--- src/rtl/matrix_frame_tx.sv ---
// matrix_frame_tx: reads two operand matrices from a local element RAM and
// serialises them as a header/element/gap frame onto the loader byte bus.
module matrix_frame_tx #(
    parameter int MAX_DIM = 4,
    parameter int ADDR_W  = 5
) (
    input  logic              CLK,
    input  logic              RST,
    input  logic              start,
    input  logic [7:0]        dim_r1,
    input  logic [7:0]        dim_c1,
    input  logic [7:0]        dim_r2,
    input  logic [7:0]        dim_c2,
    output logic              busy,
    output logic              done,
    output logic              err,
    output logic              rd_en,
    output logic [ADDR_W-1:0] rd_addr,
    input  logic [7:0]        rd_data,
    output logic [7:0]        data_send,
    output logic [1:0]        ctrl_logic
);
    localparam int NW = ADDR_W + 1;
    typedef enum logic [1:0] {IDLE, HDR, DATA, GAP} state_t;
    state_t        r_state;
    logic [NW-1:0] r_cnt, r_n;
    logic [7:0]    r_r1, r_c1, r_r2, r_c2;
    logic          r_bad;
    logic          w_ok, w_acc;
    logic [NW-1:0] w_n, w_last;
    logic [7:0]    w_hdr;
    function automatic logic f_in(input logic [7:0] d);
        return d != 8'd0 && d <= 8'(MAX_DIM);
    endfunction
    assign w_ok   = f_in(dim_r1) && f_in(dim_c1) && f_in(dim_r2) && f_in(dim_c2) && dim_c1 == dim_r2;
    assign w_n    = NW'(dim_r1) * NW'(dim_c1) + NW'(dim_r2) * NW'(dim_c2);
    assign w_last = r_n - 1'b1;
    // The last gap beat doubles as an idle beat so frames can run back to back.
    assign w_acc  = start && (r_state == IDLE || (r_state == GAP && r_cnt[0]));
    assign w_hdr  = r_cnt[1:0] == 2'd0 ? r_r1 :
                    r_cnt[1:0] == 2'd1 ? r_c1 :
                    r_cnt[1:0] == 2'd2 ? r_r2 : r_c2;
    // Outputs trail the state by one beat; reads lead the data beats by two to cover RAM latency.
    always_ff @(posedge CLK or posedge RST) begin
        if (RST) begin
            r_state    <= IDLE;
            r_cnt      <= '0;
            r_n        <= '0;
            r_r1       <= '0;
            r_c1       <= '0;
            r_r2       <= '0;
            r_c2       <= '0;
            r_bad      <= 1'b0;
            busy       <= 1'b0;
            done       <= 1'b0;
            err        <= 1'b0;
            rd_en      <= 1'b0;
            rd_addr    <= '0;
            data_send  <= '0;
            ctrl_logic <= 2'd2;
        end else begin
            err   <= r_bad;
            r_bad <= 1'b0;
            done  <= 1'b0;
            if (r_state == HDR && r_cnt == NW'(2)) begin
                rd_en   <= 1'b1;
                rd_addr <= '0;
            end else if (rd_en && {1'b0, rd_addr} != w_last) begin
                rd_addr <= rd_addr + 1'b1;
            end else begin
                rd_en   <= 1'b0;
                rd_addr <= '0;
            end
            case (r_state)
                IDLE: begin
                    ctrl_logic <= 2'd2;
                    data_send  <= '0;
                    busy       <= 1'b0;
                end
                HDR: begin
                    ctrl_logic <= 2'd1;
                    data_send  <= w_hdr;
                    busy       <= 1'b1;
                    r_cnt      <= r_cnt == NW'(3) ? '0 : r_cnt + 1'b1;
                    r_state    <= r_cnt == NW'(3) ? DATA : HDR;
                end
                DATA: begin
                    ctrl_logic <= 2'd0;
                    data_send  <= rd_data;
                    busy       <= 1'b1;
                    r_cnt      <= r_cnt == w_last ? '0 : r_cnt + 1'b1;
                    r_state    <= r_cnt == w_last ? GAP : DATA;
                end
                default: begin
                    ctrl_logic <= 2'd2;
                    data_send  <= '0;
                    busy       <= !r_cnt[0];
                    done       <= r_cnt[0];
                    r_cnt      <= r_cnt[0] ? '0 : NW'(1);
                    r_state    <= r_cnt[0] ? IDLE : GAP;
                end
            endcase
            if (w_acc) begin
                if (w_ok) begin
                    r_state <= HDR;
                    r_cnt   <= '0;
                    r_n     <= w_n;
                    r_r1    <= dim_r1;
                    r_c1    <= dim_c1;
                    r_r2    <= dim_r2;
                    r_c2    <= dim_c2;
                end else begin
                    r_bad <= 1'b1;
                end
            end
        end
    end
endmodule

--- config.mk ---
export PLATFORM = sky130hd
export DESIGN_NAME = matrix_frame_tx
export DESIGN_NICKNAME = d
export VERILOG_FILES = /design/src/rtl/matrix_frame_tx.sv
export SDC_FILE = /design/constraint.sdc
export NUM_CORES = 1
export LEC_CHECK = 0
export CORE_ASPECT_RATIO = 0.75
export CORE_MARGIN = 4
export CORE_UTILIZATION = 55
export DETAILED_ROUTE_END_ITERATION = 6
export GPL_TIMING_DRIVEN = 0
export PLACE_DENSITY = 0.81
export SYNTH_ARGS = -nofsm -noshare
export SYNTH_HDL_FRONTEND = slang
export SYNTH_SLANG_ARGS = --single-unit
export TNS_END_PERCENT = 5
--- constraint.sdc ---
create_clock -name CLK -period 2.84 [get_ports CLK]
set_input_delay 0.568 -clock CLK [delete_from_list [all_inputs] [get_ports CLK]]
set_output_delay 0.568 -clock CLK [all_outputs]
set_load 0.02 [all_outputs]
; Yosys cells after proc, flatten, opt, wreduce, memory -nomap -nowiden
; Index checks and enable logic that the tools add are counted.
; W data, S select, Z words.
[classes]
eq_ne = 11
mux = 25
multipliers = 2
magnitude_cmp = 4
reduce_logical = 23
addsub = 4
[op_table]
columns = op, count
row1 = $le A8 B3 Y1 const B, 4
row2 = $reduce_bool A8 Y1, 4
row3 = $mux W6, 4
row4 = $mux W8, 3
row5 = $pmux W6 S3, 1
row6 = $pmux W8 S2, 1
row7 = $eq A6 B2 Y1 const B, 2
row8 = $logic_and A1 B1 Y1, 12
row9 = $mul A6 B6 Y6, 2
row10 = $mux W5, 2
row11 = $eq A8 B8 Y1, 1
row12 = $mux W2, 4
row13 = $mux W1, 7
row14 = $add A6 B1 Y6 const B, 1
row15 = $add A6 B6 Y6, 1
row16 = $eq A2 B2 Y1 const B, 3
row17 = $eq A6 B6 Y1, 1
row18 = $ne A5 B6 Y1, 1
row19 = $pmux W2 S3, 1
row20 = $sub A6 B1 Y6 const B, 1
row21 = $add A5 B1 Y5 const B, 1
row22 = $eq A2 B1 Y1 const B, 2
row23 = $logic_not A2 Y1, 2
row24 = $pmux W2 S2, 1
row25 = other kinds (7), 7
[word_totals]
input_bits = 43
word_cells = 84
output_inout_bits = 19
ff_bits = 66

; Longest topological paths before layout
[logic_depth]
word_depth = 8
ltp_mapped = 17
ltp_nobuf = 17

; Worst setup path after synthesis
; Ideal clock, no wire load.
[synth_timing]
path_type = input port to flip-flop
startpoint = in dim_c2[2]
endpoint = reg r_n[5]
setup_ns = 0.134
t_required_ns = 2.706
n_path_buf = 0
stages = 16
t_arrival_ns = 4.157
slack_ns = -1.451
path_cell_list = and2_1 fa_1 ha_1 inv_1 fa_1 inv_1 fa_1 inv_1 fa_1 inv_1 ha_1 a21oi_1 xnor2_1 xnor2_1 xnor2_1 o21ai_0
[synth_between]
elab_chain_cells = 5
elab_cells_between_ends = 8
cone_classes = add/sub (1) / mul (1) / order compare (1) / reduce/logical (5)
[synth_rtl]
columns = item, line
row1 = from (decl), 13  ; input logic [7:0] dim_c2,
row2 = branches (longest 5 deep; another with $mul A6 B6 Y6), n/a
row3 = to (signal assigned), 107  ; r_n <= w_n;
row4 = to (decl), 26  ; logic [NW-1:0] r_cnt, r_n;
; Parallel ways; which one is timed is not known.
; A chain may end at the register's enable or synchronous reset.

; Final worst setup path
[layout_timing]
startpoint = in dim_r2[1]
endpoint = reg r_n[5]
[layout_between]
elab_chain_cells = 6
elab_cells_between_ends = 10
cone_classes = add/sub (1) / mul (1) / order compare (1) / eq/ne (1) / reduce/logical (6)
[layout_rtl]
columns = item, line
row1 = from (decl), 12  ; input logic [7:0] dim_r2,
row2 = branches (longest 6 deep; another with $mul A6 B6 Y6), n/a
; Parallel ways; which one is timed is not known.

==> results by group <==
Outcome
  • Status: finished with violations
  • Failing checks: setup timing

Power and ir drop
  • Power Density: 486 nW/um^2
  • LEAKAGE: 2.48 nW
  • Peak supply drop: 0.000432 V

Logic synthesis
  • Post-synth EDFFs: 0
  • Synth Instances: 425
  • Synth Warn #: 0
  • Post-synth top area share: 0.377
  • Post-synthesis sequential area ratio: 0.384
  • Syn nets: 512
  • Cell variety after synth: 42
  • Top_reg_cell synth: dfrtp_1
  • Most common cell in the synthesized netlist: dfrtp_1
  • Async SR Flop Fraction: 1.00
  • Area leader, netlist: dfrtp_1
  • Post-synthesis area per instance: 10.1 sq um
  • Synthesized area: 4310 sq um
  • Post-synth top cells: dfrtp_1 (65), and2_1 (43), nand2_1 (38)
  • Yosys reg bits: 66
  • Synth area leaders: dfrtp_1 (38%), ha_1 (9.0%), xnor2_1 (6.5%), and2_1 (6.2%), fa_1 (6.0%)

CTS
  • Root Driver: clkbuf_8
  • Hold Buf Count CTS: 0
  • # H-tree levels: 3
  • Clock slew at reported path FFs: 0.07 ns
  • Clock latency on the worst-skew pair: 0.35 ns
  • Clock Sinks: 66
  • Total CTS buffers: 9
  • Clock Tree Buf Depth: 2
  • CTS tree: done

Timing
  • Final Worst Setup Slack: -1.09 ns
  • Clk_skew: 0.00447 ns
  • Fin. Hold Viols: 0
  • RSZ-0062 raised after global routing: true
  • Worst-margin pin slew: 0.694 ns
  • Setup violators final: 3
  • Achievable Freq: 0.255 GHz
  • Max_slew headroom: 0.537
  • Pins Over Slew Limit: 0
  • Setup TNS: -2.60 ns
  • Final Critical Period: 3.93 ns
  • Crit share post-route: 1.38

Routing
  • Antenna Nets Post-Route: 0
  • Vias per Instance: 5.32
  • Post-DR wirelength/cell: 16.4 microns
  • Total Wirelength: 9900 microns
  • DR pass1 iterations: 6
  • Starting DRC count in detailed routing: 245
  • # DRC: 0
  • Via count: 3219

Setup path
  • Setup slack, reg-to-reg: 0.39 ns
  • CP Class: in -> reg
  • Cell count of the worst reg-to-reg path: 7
  • Worst Path Required: 3.06 ns
  • CP Launch Type: primary input
  • R2r endpoint: r_c1[0]
  • Slowest cell delay on critical path: 0.53 ns
  • CP bufs+invs: 4
  • Worst r2r src: r_cnt[0]
  • CP arrival: 4.15 ns
  • Slowest CP cell: fa_1
  • Crit path capture type: flip-flop
  • Worst-path maximum fanout: 8
  • Critical path's top delay family: adder cells
  • Critical path, cell by cell: buf_4, nand2_2, fa_1, inv_1, ha_4, ha_4, inv_1, fa_1, inv_1, fa_1, ha_1, a21o_1, a21oi_2, xnor2_1, xnor2_1, xnor2_1, o21ai_1

Layout
  • Diode count: 0
  • Area of the multi-input gates: 2530 sq um
  • Final core utilization: 0.721
  • Storage cell area: 1650 sq um
  • Ratio of cells with drive above 1 in the final layout: 0.157
  • Fin area: 5380 sq um
  • Filler cells: 519
  • Fin nets: 586
  • Syn-to-layout area delta: 24.9%

Die
  • Initial Utilization: 0.577
  • Die Ht: 84.7 microns
  • Row cnt: 27
  • CORE AREA: 7470 sq um
  • Chip width: 110 microns
  • Die area: 9330 sq um
  • Ports: 62

GRT
  • Initial antenna violation count: 0
  • First-pass GRT wire length: 16700 microns
  • Vias in the first global route: 3326
  • Pin count of the biggest net entering global routing: 38
  • Gr usage total: 0.232
  • Global route overflow: 0

Hold path
  • Worst hold path cell count: 0
  • Worst Hold Class: reg -> reg
  • Hold Path End: err
  • HP Start: r_bad

Flow run
  • MaxCap Viol Count: 0

Placement
  • DPL Wire Length: 7360 microns
  • IO Port Bufs: 58
  • Placed Area: 5050 sq um
  • Gp weighted congestion: 0.878
state kept, by name (all words and copies together) (netlist names), 5 cells and up:
name	cells
r_c1	8
rd_addr	5
r_r2	8
r_r1	8
r_cnt	6
r_c2	8
r_n	6
data_send	8
worst register-to-register path: stages, from the launching register on:
cell and delay [ns]:
dfrtp_1 0.38, clkbuf_1 0.32, and2_1 0.19, o21ai_0 0.22, or4_1 0.60, buf_6 0.16
buf_6 0.15, mux2_4 0.30
cells in the final DEF, fill, tap and decap left out, types with 11 or more instances in the layout:
cell / instances
inv_1: 24
ha_1: 27
nand2_1: 37
dfrtp_1: 65
and2_1: 36
clkbuf_1: 12
o21ai_0: 13
nor2_1: 35
fa_1: 12
a21oi_1: 15
clkdlybuf4s50_1: 41
xnor2_1: 32
clkbuf_8: 11
mux2_4: 12
logic make-up after synthesis:
group | Yosys count | share of synthesized area
flops | 66 | 0.384
compound gates | 52 | 0.0746
mux | 24 | 0.0706
buf+inv | 47 | 0.0488
simple gates | 147 | 0.171
fa+ha+maj | 44 | 0.150
xor+xnor | 45 | 0.101
metrics by stage:
stage / hold slack, ns / power, mW / setup WS, ns / cells
global route: 0.375 / 2.77 / -1.16 / 605
CTS: 0.376 / 2.60 / -1.26 / 603
floorplan: 0.331 / 1.37 / -1.14 / 425
global placement: 0.344 / 1.54 / -2.13 / 584
detailed placement: 0.348 / 1.55 / -2.12 / 585
finish: 0.368 / 2.61 / -1.09 / 605
worst max-delay path by stage:
stage / startpoint / to / slack, ns / cells past startpoint
2_1_floorplan: dim_r2[4] / r_n[5] / -1.14 / 16
3_3_place_gp: dim_r2[1] / r_n[5] / -2.13 / 17
3_5_place_dp: dim_r2[1] / r_n[5] / -2.12 / 17
4_1_cts: dim_c2[1] / r_n[5] / -1.26 / 17
5_1_grt: dim_r2[1] / r_n[5] / -1.16 / 17
6_report: dim_r2[1] / r_n[5] / -1.09 / 17
routing by layer:
metal / track usage / part of all wire
met3: 0.0615 / 0.056
met1: 0.339 / 0.48
met2: 0.343 / 0.45
met5: 0 / 0
met4: 0.0593 / 0.014
where the power goes:
group / switching (mW) / internal, mW
Sequential: 0.000487 / 0.941
Clock: 0.361 / 0.631
Combinational: 0.326 / 0.355
Total: 0.687 / 1.93
repair_timing:
action,CTS,global route
setup buffers,2,2
pin swaps,14,15
gates resized for setup,68,25
setup endpoints to repair,4,4
layout make-up:
cell class / instances / area share
Multi-Input combinational cell: 312 / 0.470
Inverter: 30 / 0.0209
Sequential cell: 66 / 0.307
Buffer: 17 / 0.0184
Clock inverter: 4 / 0.0181
Tap cell: 101 / 0.0235
Clock buffer: 12 / 0.0288
Timing Repair Buffer: 63 / 0.113
Note: power is estimated with default switching activity, not from simulation.
